[config.mk]
export PLATFORM = sky130hd
export DESIGN_NAME = data_sram_bridge
export DESIGN_NICKNAME = d
export VERILOG_FILES = /design/src/rtl/data_sram_bridge_pkg.sv /design/src/rtl/data_sram_bridge_addr_mmap.sv /design/src/rtl/data_sram_bridge.sv
export SDC_FILE = /design/constraint.sdc
export NUM_CORES = 1
export LEC_CHECK = 0
export BUFFER_PORTS_ARGS = -buffer_cell sky130_fd_sc_hd__buf_2
export CORE_ASPECT_RATIO = 1.5
export CORE_UTILIZATION = 51
export CTS_BUF_LIST = sky130_fd_sc_hd__clkbuf_8
export CTS_CLUSTER_SIZE = 12
export DETAILED_ROUTE_END_ITERATION = 7
export GPL_TIMING_DRIVEN = 0
export HOLD_SLACK_MARGIN = 0.06
export PLACE_DENSITY = 0.95
export SLEW_MARGIN = 15
export SYNTH_ARGS = -nofsm -noshare
export SYNTH_HDL_FRONTEND = slang
export SYNTH_SLANG_ARGS = --single-unit
[constraint.sdc]
create_clock -name clk -period 2.37 [get_ports clk]
set_input_delay 0.3555 -clock clk [delete_from_list [all_inputs] [get_ports clk]]
set_output_delay 0.3555 -clock clk [all_outputs]
set_load 0.1 [all_outputs]
[src/rtl/data_sram_bridge_pkg.sv]
// Shared types for the MEM-stage data SRAM bridge: FSM encoding, access
// size codes and the latched bus request payload.
package data_sram_bridge_pkg;

  localparam int unsigned ADDR_W = 32;
  localparam int unsigned DATA_W = 32;
  localparam int unsigned STRB_W = 4;
  localparam int unsigned SIZE_W = 2;

  typedef enum logic [1:0] {
    S_IDLE = 2'd0,
    S_ADDR = 2'd1,
    S_DATA = 2'd2,
    S_DONE = 2'd3
  } bridge_state_e;

  localparam logic [SIZE_W-1:0] SIZE_BYTE = 2'd0;
  localparam logic [SIZE_W-1:0] SIZE_HALF = 2'd1;
  localparam logic [SIZE_W-1:0] SIZE_WORD = 2'd2;

  typedef struct packed {
    logic [ADDR_W-1:0] addr;
    logic [DATA_W-1:0] wdata;
    logic [STRB_W-1:0] sel;
    logic [SIZE_W-1:0] size;
    logic              wr;
  } bus_req_t;

  // kseg0/kseg1 occupy 0x8000_0000-0xBFFF_FFFF
  function automatic logic is_kseg01(input logic [ADDR_W-1:0] vaddr);
    return vaddr[ADDR_W-1 -: 2] == 2'b10;
  endfunction

endpackage

[src/rtl/data_sram_bridge_addr_mmap.sv]
// Fixed virtual-to-physical mapping: strips the segment bits of kseg0/kseg1.
module addr_mmap
  import data_sram_bridge_pkg::*;
#(
  parameter int unsigned KSEG_MAP = 1
) (
  input  logic [ADDR_W-1:0] vaddr_i,
  output logic [ADDR_W-1:0] paddr_o
);

  always_comb begin
    paddr_o = vaddr_i;
    if ((KSEG_MAP != 0) && is_kseg01(vaddr_i)) begin
      paddr_o = {3'b000, vaddr_i[28:0]};
    end
  end

endmodule

[src/rtl/data_sram_bridge.sv]
// MEM-stage to SRAM-like data bus bridge: one outstanding request, holds the
// pipeline while the access is in flight, and supports flush cancellation.
module data_sram_bridge
  import data_sram_bridge_pkg::*;
#(
  parameter int unsigned KSEG_MAP = 1
) (
  input  logic              clk,
  input  logic              rst,
  input  logic              mem_en,
  input  logic [STRB_W-1:0] mem_sel,
  input  logic [SIZE_W-1:0] mem_size,
  input  logic [ADDR_W-1:0] mem_addr,
  input  logic [DATA_W-1:0] mem_wdata,
  input  logic              mem_except,
  input  logic              flush,
  input  logic              pipe_stall,
  output logic [DATA_W-1:0] mem_rdata,
  output logic              stall,
  output logic              data_req,
  output logic              data_wr,
  output logic [SIZE_W-1:0] data_size,
  output logic [STRB_W-1:0] data_wstrb,
  output logic [ADDR_W-1:0] data_addr,
  output logic [DATA_W-1:0] data_wdata,
  input  logic              data_addr_ok,
  input  logic              data_data_ok,
  input  logic [DATA_W-1:0] data_rdata
);

  bridge_state_e     state_q, state_d;
  bus_req_t          req_q, req_d;
  logic              cancel_q, cancel_d;
  logic [DATA_W-1:0] rdata_q, rdata_d;
  logic [ADDR_W-1:0] paddr;
  logic              go;
  logic              complete;

  addr_mmap #(
    .KSEG_MAP(KSEG_MAP)
  ) u_addr_mmap (
    .vaddr_i(mem_addr),
    .paddr_o(paddr)
  );

  assign go        = mem_en & ~mem_except & ~flush;
  assign mem_rdata = rdata_q;

  // Next-state, latch and bus-output logic
  always_comb begin
    state_d    = state_q;
    req_d      = req_q;
    cancel_d   = cancel_q;
    rdata_d    = rdata_q;
    complete   = 1'b0;
    stall      = 1'b0;
    data_req   = 1'b0;
    data_wr    = 1'b0;
    data_size  = '0;
    data_wstrb = '0;
    data_addr  = '0;
    data_wdata = '0;

    unique case (state_q)
      S_IDLE: begin
        if (go) begin
          stall         = 1'b1;
          state_d       = S_ADDR;
          cancel_d      = 1'b0;
          req_d.addr    = paddr;
          req_d.wdata   = mem_wdata;
          req_d.sel     = mem_sel;
          req_d.size    = mem_size;
          req_d.wr      = |mem_sel;
        end
      end
      S_ADDR: begin
        stall      = 1'b1;
        data_req   = 1'b1;
        data_wr    = req_q.wr;
        data_size  = req_q.size;
        data_wstrb = req_q.wr ? req_q.sel : '0;
        data_addr  = req_q.addr;
        data_wdata = req_q.wdata;
        if (flush) cancel_d = 1'b1;
        if (data_addr_ok) begin
          if (data_data_ok) complete = 1'b1;
          else              state_d  = S_DATA;
        end
      end
      S_DATA: begin
        stall = 1'b1;
        if (flush)        cancel_d = 1'b1;
        if (data_data_ok) complete = 1'b1;
      end
      S_DONE: begin
        if (flush || !pipe_stall) state_d = S_IDLE;
      end
      default: state_d = S_IDLE;
    endcase

    // A flushed access still drains on the bus but never reaches DONE
    if (complete) begin
      if (cancel_q || flush) begin
        state_d  = S_IDLE;
        cancel_d = 1'b0;
      end else begin
        state_d = S_DONE;
        if (!req_q.wr) rdata_d = data_rdata;
      end
    end
  end

  always_ff @(posedge clk) begin
    if (rst) begin
      state_q  <= S_IDLE;
      req_q    <= '0;
      cancel_q <= 1'b0;
      rdata_q  <= '0;
    end else begin
      state_q  <= state_d;
      req_q    <= req_d;
      cancel_q <= cancel_d;
      rdata_q  <= rdata_d;
    end
  end

endmodule

==> results.py <==
metrics = {
    "placed_design": {
        "dp_hpwl_mm": 9.52,
        "portBuffers": 213,
        "routabilityCongestion": 0.812,
        "placed_area_um2": 5760,
    },
    "power": {
        "p_int_mw": 2.57,
        "ir_drop_v": 0.000458,
        "p_per_area_nw_per_um2": 550,
        "p_leak_nw": 2.83,
        "combPwrFrac": 0.131,
        "switching_share": 0.261,
        "pwr-share-seq": 0.531,
        "clkPwrFrac": 0.338,
        "switchingPower_mw": 0.909,
    },
    "sta": {
        "tns_ns": 0,
        "post-route-period-util": 0.956,
        "drv_slew": 0,
        "slew_headroom": 0.642,
        "finalSetupViolCount": 0,
        "clock.fmax_mhz": 442,
        "hold_viol_final": 0,
        "worst_pin_slew_ns": 0.537,
        "min_period_ns": 2.26,
        "whs_ns": 0.214,
        "skew_ns": 0.0112,
        "rsz0062_at_grt": "true",
    },
    "worst_setup_path": {
        "cp_num_buf_inv": 4,
        "setup.worst_path.start": "state_q[1]",
        "worstPathRequired_ns": 2.01,
        "reg2reg_depth": 8,
        "critPathTopFamily": "buffers and inverters",
        "cpPeakStageDelay_ns": 0.35,
        "cp_max_fo": 10,
        "cp.depth": 6,
        "worstReg2RegStart": "state_q[0]",
        "cp-start-kind": "flip-flop",
        "arrival_ns": 1.91,
        "worstSetupPathType": "reg -> out",
        "worst_setup_path_end_kind": "output port",
        "path_cells": "inv_1, ha_2, buf_6, clkbuf_2, and2_2, buf_4",
        "cp_slowest_cell": "dfxtp_1",
    },
    "global_route": {
        "grt_pass1_wl_mm": 19.9,
        "antenna_found_initial": 0,
        "track_usage": 0.283,
        "grt_pass1_vias": 4403,
        "grt_overflow": 0,
        "grt_max_degree": 17,
    },
    "synth": {
        "synthSimpleGateAreaFrac": 0.300,
        "synth-compound-area-share": 0.144,
        "muxShareOfSynthArea": 0,
        "yosysTopAreaCell": "dfxtp_1",
        "syn_inst": 573,
        "synth_area_um2": 4460,
        "ys.flop_type": "dfxtp_1",
        "ys_warn_count": 0,
        "synth_nets": 688,
        "synth_fa_ha_area_frac": 0.0140,
        "ys_types": 37,
        "syn_area_per_cell_um2": 7.79,
        "async_reset_ff_frac": 0,
        "synth_xor_area_frac": 0,
        "synth_edf_count": 0,
        "yosysSeqAreaShare": 0.475,
        "synth_area_leaders": "dfxtp_1 (48%), nand2_1 (17%), a21oi_1 (12%)",
        "synth_top_family_by_area": "simple AND/OR/NAND/NOR gates",
        "ys_ff_latch": 106,
        "netlist.area_leader.share": 0.475,
    },
    "cells_and_area": {
        "final_cell_area_um2": 6320,
        "layout_common_cells": "nand2_1 (205), buf_2 (154), dfxtp_1 (106)",
        "nets": 913,
        "drive_above_1_share": 0.422,
        "fillCellCount": 607,
        "final_common_cell": "nand2_1",
        "n_antenna_cell": 0,
        "syn_to_final_growth_pct": 41.5,
    },
    "job": {
        "cap_viol_max_count": 0,
    },
    "die": {
        "die_area_um2": 9140,
        "core_um2": 8460,
        "die_y_um": 117,
        "ios": 215,
        "rows": 41,
        "start_util": 0.527,
        "die_w_um": 78.4,
    },
    "detailed_routing": {
        "avgRoutedWirePerCell_um": 14.6,
        "ant_nets": 0,
        "routed-via-count": 4626,
        "drt_iter0_markers": 227,
        "drc": 0,
        "vias_per_cell": 5.08,
        "dr.pass1.iters": 4,
        "wl_mm": 13.3,
    },
    "cts": {
        "cts_made_buffers": 9,
        "clock-root-buffer": "clkbuf_8",
        "cts.sinks": 106,
        "cts_tree": "yes",
        "cts_hold_buffers": 0,
        "clock_path_buffers": 2,
        "h-tree-depth": 3,
        "cts.clk_slew.worst_paths_ns": 0.10,
        "clk_latency_ns": 0.37,
    },
    "hold_path": {
        "worstHoldStart": "data_rdata[28]",
        "hold_path.class": "in -> reg",
        "min_path_cells": 3,
    },
    "run_status": {
        "status": "complete, no violations",
    },
}
## state kept, by name, summed over array words and instances, names as in the netlist
name       count
cancel_q       1
req_q         71
mem_rdata     32
state_q        2
## worst reg2reg max path, delay by kind of cell, from the launching register on
family                   cells  cell delay [ns]
AO/OA/AOI/OAI                1             0.12
flip-flops                   1             0.41
buffers and inverters        3             0.37
adder cells (fa/ha/maj)      1             0.37
AND/OR/NAND/NOR              3             0.41
## routing by layer
| layer | vias up | GRT usage | wire [um] |
|---|---|---|---|
| met1 | 2107 | 0.291 | 4960 |
| met5 | - | 0 | 0 |
| met4 | 0 | 0.109 | 333 |
| li1 | 2293 | - | - |
| met2 | 198 | 0.536 | 6980 |
| met3 | 28 | 0.0813 | 1060 |
## final timing paths
kind / endpoint / slack (ns)
worst max-delay path: data_wdata[19] / 0.11
worst min-delay path: mem_rdata[28] / 0.21
worst max register to register: mem_rdata[29] / 0.63
worst min register to register: req_q[21] / 0.45
## cells by family (layout without fill, tap and decap cells)
logic type               Yosys count  count (layout)
adder cells (fa/ha/maj)            5               5
buffers and inverters             48             278
flip-flops                       106             106
AO/OA/AOI/OAI                    119             119
AND/OR/NAND/NOR                  295             295
## per-stage QoR
step / std cells / setup WS, ns / total power [mW] / util
after floorplan: 573 / -0.255 / 2.14 / -
after global placement: 893 / 0.0207 / 2.30 / 0.680
after detailed placement: 893 / 0.0486 / 2.31 / 0.680
after CTS: 910 / 0.00919 / 3.47 / 0.733
after global routing: 910 / -0.00117 / 3.60 / 0.746
final: 910 / 0.105 / 3.48 / 0.746
## cell type report
class	count	area [um2]	area share
plain buffers	43	295	0.0467
clock buffers	12	165	0.0261
clock inverters	4	50.0	0.00792
inverters	5	18.8	0.00297
multi-input cells	419	2150	0.341
flip-flops and latches	106	2120	0.336
well taps	107	134	0.0212
repair buffers	214	1380	0.218
## Yosys cell counts (3+ instances only)
master	number
nand2_1	205
dfxtp_1	106
a21oi_1	105
and2_1	68
clkbuf_1	18
buf_2	12
buf_6	8
and3_1	5
ha_1	5
inv_1	5
nor2_1	4
nand3_1	3
## timing repair
item | 4_1_cts | 5_1_grt
endpoints found under the setup margin | 71 | 59
buffers inserted | 1 | 0
resized for setup | 90 | 30
## power groups by stage
| stage | logic, mW | registers, mW | clock network [mW] |
|---|---|---|---|
| 4_1_cts | 0.440 | 1.85 | 1.18 |
| 3_3_place_gp | 0.417 | 1.88 | 0 |
| 5_1_grt | 0.489 | 1.85 | 1.26 |
| 2_1_floorplan | 0.257 | 1.89 | 0 |
| 6_report | 0.454 | 1.85 | 1.18 |
| 3_5_place_dp | 0.423 | 1.89 | 0 |
No activity file was read; power rests on OpenSTA's default activity.
